<file path="src/rtl/frame_ctrl_if.sv">
// rtl/frame_ctrl_if.sv - memory push/pop handshake between frame_ctrl and the memory interface unit
//
// Signals:
//   mem_req   request, held until mem_ack is sampled
//   mem_we    1 = write (push), 0 = read (pop)
//   mem_addr  access address
//   mem_wdata push data
//   mem_rdata pop data, valid with mem_ack
//   mem_ack   access complete
// Modports: master = frame_ctrl, slave = memory interface unit.
interface frame_ctrl_if #(
    parameter int WIDTH = 16
);
    logic             mem_req;
    logic             mem_we;
    logic [WIDTH-1:0] mem_addr;
    logic [WIDTH-1:0] mem_wdata;
    logic [WIDTH-1:0] mem_rdata;
    logic             mem_ack;

    modport master (
        output mem_req,
        output mem_we,
        output mem_addr,
        output mem_wdata,
        input  mem_rdata,
        input  mem_ack
    );

    modport slave (
        input  mem_req,
        input  mem_we,
        input  mem_addr,
        input  mem_wdata,
        output mem_rdata,
        output mem_ack
    );
endinterface

</file>
<file path="src/rtl/frame_ctrl.sv">
// rtl/frame_ctrl.sv - ENTER (level 0) / LEAVE stack-frame sequencer
//
// Ports:
//   CLK, RST                 clock (rising edge), asynchronous active-high reset
//   start_enter, start_leave one-cycle instruction requests from decode
//   frame_size               local-variable bytes, sampled with start_enter
//   sp_in, bp_in             current SP / BP register values
//   mem                      memory handshake (frame_ctrl_if.master)
//   bp_ena, bp_d             BP register load (one cycle, bank loads on falling edge)
//   sp_ena, sp_d             SP register load (one cycle)
//   busy, done, err          status to decode; err pulses with done on ack timeout
// All outputs are registered.
module frame_ctrl #(
    parameter int WIDTH       = 16,
    parameter int WORD_BYTES  = 2,
    parameter int ACK_TIMEOUT = 255
) (
    input  logic              CLK,
    input  logic              RST,
    input  logic              start_enter,
    input  logic              start_leave,
    input  logic [WIDTH-1:0]  frame_size,
    input  logic [WIDTH-1:0]  sp_in,
    input  logic [WIDTH-1:0]  bp_in,
    frame_ctrl_if.master      mem,
    output logic              bp_ena,
    output logic [WIDTH-1:0]  bp_d,
    output logic              sp_ena,
    output logic [WIDTH-1:0]  sp_d,
    output logic              busy,
    output logic              done,
    output logic              err
);
    localparam logic [2:0] IDLE   = 3'd0;
    localparam logic [2:0] E_PUSH = 3'd1;
    localparam logic [2:0] E_UPD  = 3'd2;
    localparam logic [2:0] L_POP  = 3'd3;
    localparam logic [2:0] L_UPD  = 3'd4;
    localparam logic [2:0] DONE   = 3'd5;

    localparam logic [WIDTH-1:0] WB       = WORD_BYTES[WIDTH-1:0];
    localparam logic [15:0]      TO_LAST  = 16'(ACK_TIMEOUT - 1);

    logic [2:0]       state;
    logic [15:0]      cnt;
    logic [WIDTH-1:0] s_q;
    logic [WIDTH-1:0] b_q;
    logic [WIDTH-1:0] f_q;

    always_ff @(posedge CLK or posedge RST) begin
        if (RST) begin
            state         <= IDLE;
            cnt           <= '0;
            s_q           <= '0;
            b_q           <= '0;
            f_q           <= '0;
            mem.mem_req   <= 1'b0;
            mem.mem_we    <= 1'b0;
            mem.mem_addr  <= '0;
            mem.mem_wdata <= '0;
            bp_ena        <= 1'b0;
            bp_d          <= '0;
            sp_ena        <= 1'b0;
            sp_d          <= '0;
            busy          <= 1'b0;
            done          <= 1'b0;
            err           <= 1'b0;
        end else begin
            case (state)
                IDLE: begin
                    cnt <= '0;
                    if (start_enter) begin
                        s_q           <= sp_in - WB;
                        b_q           <= bp_in;
                        f_q           <= frame_size;
                        mem.mem_req   <= 1'b1;
                        mem.mem_we    <= 1'b1;
                        mem.mem_addr  <= sp_in - WB;
                        mem.mem_wdata <= bp_in;
                        busy          <= 1'b1;
                        state         <= E_PUSH;
                    end else if (start_leave) begin
                        b_q          <= bp_in;
                        mem.mem_req  <= 1'b1;
                        mem.mem_we   <= 1'b0;
                        mem.mem_addr <= bp_in;
                        busy         <= 1'b1;
                        state        <= L_POP;
                    end
                end
                E_PUSH: begin
                    if (mem.mem_ack) begin
                        mem.mem_req <= 1'b0;
                        bp_ena      <= 1'b1;
                        bp_d        <= s_q;
                        sp_ena      <= 1'b1;
                        sp_d        <= s_q - f_q;
                        state       <= E_UPD;
                    end else if (cnt == TO_LAST) begin
                        // Abort: skip the register update entirely.
                        mem.mem_req <= 1'b0;
                        done        <= 1'b1;
                        err         <= 1'b1;
                        state       <= DONE;
                    end else begin
                        cnt <= cnt + 16'd1;
                    end
                end
                L_POP: begin
                    if (mem.mem_ack) begin
                        // bp_d doubles as the latched pop result R.
                        mem.mem_req <= 1'b0;
                        bp_ena      <= 1'b1;
                        bp_d        <= mem.mem_rdata;
                        sp_ena      <= 1'b1;
                        sp_d        <= b_q + WB;
                        state       <= L_UPD;
                    end else if (cnt == TO_LAST) begin
                        mem.mem_req <= 1'b0;
                        done        <= 1'b1;
                        err         <= 1'b1;
                        state       <= DONE;
                    end else begin
                        cnt <= cnt + 16'd1;
                    end
                end
                E_UPD, L_UPD: begin
                    bp_ena <= 1'b0;
                    sp_ena <= 1'b0;
                    done   <= 1'b1;
                    state  <= DONE;
                end
                DONE: begin
                    done  <= 1'b0;
                    err   <= 1'b0;
                    busy  <= 1'b0;
                    state <= IDLE;
                end
                default: begin
                    mem.mem_req <= 1'b0;
                    bp_ena      <= 1'b0;
                    sp_ena      <= 1'b0;
                    done        <= 1'b0;
                    err         <= 1'b0;
                    busy        <= 1'b0;
                    state       <= IDLE;
                end
            endcase
        end
    end
endmodule
</file>
<file path="src/flat_wrapper.sv">
// flat-port wrapper written by rule: the top's interface ports become plain ports
module frame_ctrl_flat 
#(
    parameter int WIDTH       = 16,
    parameter int WORD_BYTES  = 2,
    parameter int ACK_TIMEOUT = 255
)
  (CLK, RST, start_enter, start_leave, frame_size, sp_in, bp_in, bp_ena, bp_d, sp_ena, sp_d, busy, done, err, mem_mem_req, mem_mem_we, mem_mem_addr, mem_mem_wdata, mem_mem_rdata, mem_mem_ack);
  frame_ctrl_if #(.WIDTH(WIDTH)) mem_i ();
  input  logic CLK;
  input  logic RST;
  input  logic start_enter;
  input  logic start_leave;
  input  logic [WIDTH-1:0] frame_size;
  input  logic [WIDTH-1:0] sp_in;
  input  logic [WIDTH-1:0] bp_in;
  output logic bp_ena;
  output logic [WIDTH-1:0] bp_d;
  output logic sp_ena;
  output logic [WIDTH-1:0] sp_d;
  output logic busy;
  output logic done;
  output logic err;
  output wire logic [$bits(mem_i.mem_req)-1:0] mem_mem_req;
  output wire logic [$bits(mem_i.mem_we)-1:0] mem_mem_we;
  output wire logic [$bits(mem_i.mem_addr)-1:0] mem_mem_addr;
  output wire logic [$bits(mem_i.mem_wdata)-1:0] mem_mem_wdata;
  input wire logic [$bits(mem_i.mem_rdata)-1:0] mem_mem_rdata;
  input wire logic [$bits(mem_i.mem_ack)-1:0] mem_mem_ack;
  assign mem_mem_req = mem_i.mem_req;
  assign mem_mem_we = mem_i.mem_we;
  assign mem_mem_addr = mem_i.mem_addr;
  assign mem_mem_wdata = mem_i.mem_wdata;
  assign mem_i.mem_rdata = mem_mem_rdata;
  assign mem_i.mem_ack = mem_mem_ack;
  frame_ctrl #(.WIDTH(WIDTH), .WORD_BYTES(WORD_BYTES), .ACK_TIMEOUT(ACK_TIMEOUT)) u_core (.CLK(CLK), .RST(RST), .start_enter(start_enter), .start_leave(start_leave), .frame_size(frame_size), .sp_in(sp_in), .bp_in(bp_in), .mem(mem_i), .bp_ena(bp_ena), .bp_d(bp_d), .sp_ena(sp_ena), .sp_d(sp_d), .busy(busy), .done(done), .err(err));
endmodule
</file>
<file path="config.mk">
export PLATFORM = sky130hd
export DESIGN_NAME = frame_ctrl_flat
export DESIGN_NICKNAME = d
export VERILOG_FILES = /design/src/rtl/frame_ctrl_if.sv /design/src/rtl/frame_ctrl.sv /design/src/flat_wrapper.sv
export SDC_FILE = /design/constraint.sdc
export NUM_CORES = 1
export LEC_CHECK = 0
export ABC_AREA = 1
export CORE_ASPECT_RATIO = 1.1
export CORE_MARGIN = 3
export CORE_UTILIZATION = 55
export CTS_CLUSTER_SIZE = 8
export DETAILED_ROUTE_END_ITERATION = 6
export GPL_TIMING_DRIVEN = 0
export HOLD_SLACK_MARGIN = 0.08
export PLACE_DENSITY = 0.94
export SYNTH_ARGS = -nofsm -noshare
export SYNTH_HDL_FRONTEND = slang
export SYNTH_SLANG_ARGS = --single-unit
</file>
<file path="constraint.sdc">
create_clock -name CLK -period 7.9 [get_ports CLK]
set_clock_uncertainty 0.05 [all_clocks]
set_input_delay 2.37 -clock CLK [delete_from_list [all_inputs] [get_ports CLK]]
set_output_delay 2.37 -clock CLK [all_outputs]
set_load 0.01 [all_outputs]
</file>
==> results.toml <==
[run_status]
status = "complete, no violations"

[pwr]
power_mw = 4.14
ir_drop_mv = 0.249
p_leak_nw = 4.61
power_density_nw_per_um2 = 430

[cts]
clock_latency_ns = 0.43
tritoncts = "built"
cts.clk_slew.worst_paths_ns = 0.06
cts_repair_resize_count = 0
max-clock-path-buffers = 2
cts_buffers = 17
htreeDepth = 4
cts_setup_buffers = 0
cts_hold_buf = 0
root_buffer = "clkbuf_16"
clock-sinks = 137

[drt]
dr.pass1.iters = 6
wl_per_cell_um = 17.2
drc = 0
drtIter0Drc = 731
avgViaCountPerCell = 5.65
vias = 7278
detail-route-antenna-nets = 0
wl_mm = 22.1

[yosys]
synth_fa_ha_area_frac = 0.0347
synthFlopType = "dfrtp_1"
synth-compound-area-share = 0.134
synth_edf_count = 0
synth-simple-area-share = 0.266
synth_area_um2 = 7430
synth_cell_type_count = 45
synth_top_area_share = 0.461
synthXorXnorAreaFrac = 0.0212
ys_warn_count = 0
ys_seq_elements = 137
syn_inst = 959
synth.largest_area_cell = "dfrtp_1"
synthesis.nets = 1048
yosysSeqAreaShare = 0.461
synth_top_family_by_area = "simple AND/OR/NAND/NOR gates"
synth_commonest_cells = "nand2_1 (271), dfrtp_1 (137), inv_1 (97), o21ai_0 (95), nor2_1 (92)"
synth_async_sr_flop_share = 1.00
yosysMostFrequentCell = "nand2_1"
synthTopCellsByArea = "dfrtp_1 (46%), nand2_1 (14%), o21ai_0 (6.4%)"
syn_avg_cell_area_um2 = 7.75
muxShareOfSynthArea = 0.00135

[worst_setup_path]
r2r_end = "u_core.sp_d[12]$_DFFE_PP0P_"
critPathKind = "input pin to register"
rr_startpoint = "u_core.s_q[0]$_DFFE_PP0P_"
crit_required_ns = 8.16
critPathMaxFanout = 4
worst-r2r-cell-count = 10
worst_setup_path_end_kind = "register"
startpoint_type = "input pin"
rrSetupSlack_ns = 5.79
arrival_ns = 4.13

[sta]
final_max_slew_viol_count = 0
setup_violations = 0
period_needed_ns = 3.87
fmax_mhz = 258
tightestPinTransition_ns = 0.505
relSlewSlack = 0.663
rsz0062_at_grt = "no"
finalHoldViolations = 0
period_share = 0.490
setup_tns_ns = 0

[flow_run]
cap_violations = 0

[placed_design]
dp.cells = 1256
dp_hpwl_mm = 16.4
placed_cell_area_um2 = 9050
port_buffers = 139
gp_congestion = 0.960

[floorplan]
die_h_um = 128
die-area_um2 = 14900
core_um2 = 12900
row_count = 43
die_w_um = 117
num_io_pins = 140
start_util = 0.576

[layout]
drive_above_1_share = 0.0858
num_antenna_cells = 0
post-route-cell-area_um2 = 9630
final-instance-count-excl-fill = 1288
finalNetCount = 1207
syn_to_final_growth_pct = 29.5

[global_routing]
first_global_vias = 7194
grt_max_degree = 97
use_met2 = 0.484
grtUsageMet1 = 0.430
grt.total_usage = 0.309
use_met3 = 0.0642
grt_overflow_total = 0
grt_pass1_wl_mm = 36.0
antenna_found_initial = 0
busiest_layer = "met2"

[worst_hold_path]
hp-start = "u_core.mem.mem_we$_DFFE_PP0P_"
hold_class = "register to register"
holdPathStages = 2
hold_path_end = "u_core.mem.mem_we$_DFFE_PP0P_"
==> layout make-up <==
cell class              count  area [µm²]
repair buffers            140        1420
inverters                 105         404
clock inverters            12         116
well taps                 157         196
clock buffers              20         457
flip-flops and latches    137        3430
plain buffers              32         205
fillers                   892        3290
multi-input cells         685        3400
==> worst max path at each step <==
stage	cells after the start	end	start
after global routing	10	u_core.mem.mem_addr[11]$_DFFE_PP0P_	sp_in[1]
after detailed placement	10	u_core.mem.mem_addr[11]$_DFFE_PP0P_	sp_in[1]
final	10	u_core.mem.mem_addr[11]$_DFFE_PP0P_	sp_in[1]
after CTS	10	u_core.mem.mem_addr[11]$_DFFE_PP0P_	sp_in[1]
after floorplan	1	u_core.b_q[0]$_DFFE_PP0P_	RST
after global placement	2	u_core.mem.mem_wdata[1]$_DFFE_PP0P_	RST
==> worst max-delay path: stages <==
cell and delay [ns]:
clkdlybuf4s50_1 0.43, inv_1 0.15, ha_1 0.23, nand3_1 0.13, nor2_1 0.19, nand2_1 0.09, o21ai_0 0.15, nand2_1 0.13
o21ai_0 0.18, nand2_1 0.07
==> placed cells by master (no fill, tap or decap), types with 10 or more instances in the layout <==
cell type	count
clkbuf_16	17
o21ai_0	95
clkdlybuf4s50_1	139
inv_1	96
nor2_1	92
buf_2	14
xor2_1	12
a21oi_1	52
nand3_1	39
ha_1	19
nand2_1	271
nor3_1	10
o21ai_1	18
dfrtp_1	137
==> state kept, by name, summed over array words and instances, names as in the netlist <==
register	flops
u_core.busy	1
u_core.err	1
u_core.b_q	16
u_core.bp_ena	1
u_core.f_q	16
u_core.mem.mem_req	1
u_core.mem.mem_addr	16
u_core.mem.mem_wdata	16
u_core.done	1
u_core.bp_d	16
u_core.state	3
u_core.sp_d	16
u_core.s_q	16
u_core.cnt	16
u_core.mem.mem_we	1
==> metrics by stage <==
stage | utilization | worst slack [ns] | hold WS [ns]
after floorplan | - | 1.81 | 0.395
final | 0.746 | 4.03 | 0.427
after detailed placement | 0.701 | 3.62 | 0.415
after CTS | 0.746 | 4.05 | 0.431
after global routing | 0.746 | 3.82 | 0.442
after global placement | 0.699 | 0.0423 | 0.406
==> power by group <==
part | total (mW) | switching, mW | internal [mW]
clock network | 0.781 | 0.327 | 0.454
registers | 1.26 | 0.251 | 1.00
logic | 2.11 | 1.23 | 0.873
total | 4.14 | 1.81 | 2.33
==> metal layers <==
layer / up-vias / part of all wire
met4: 0 / 0.022
li1: 3412 / -
met5: - / 0
met2: 429 / 0.47
met3: 45 / 0.095
met1: 3392 / 0.41
==> logic make-up (layout without fill, tap and decap cells) <==
group / Yosys count / after routing
and+or+nand+nor: 458 / 458
buffers and inverters: 137 / 309
xor gates and xnor gates: 18 / 18
AOI/OAI and AO/OA: 188 / 188
adders and majority gates: 20 / 20
muxes: 1 / 1
DFF: 137 / 137
(Power assumes the default switching activity.)
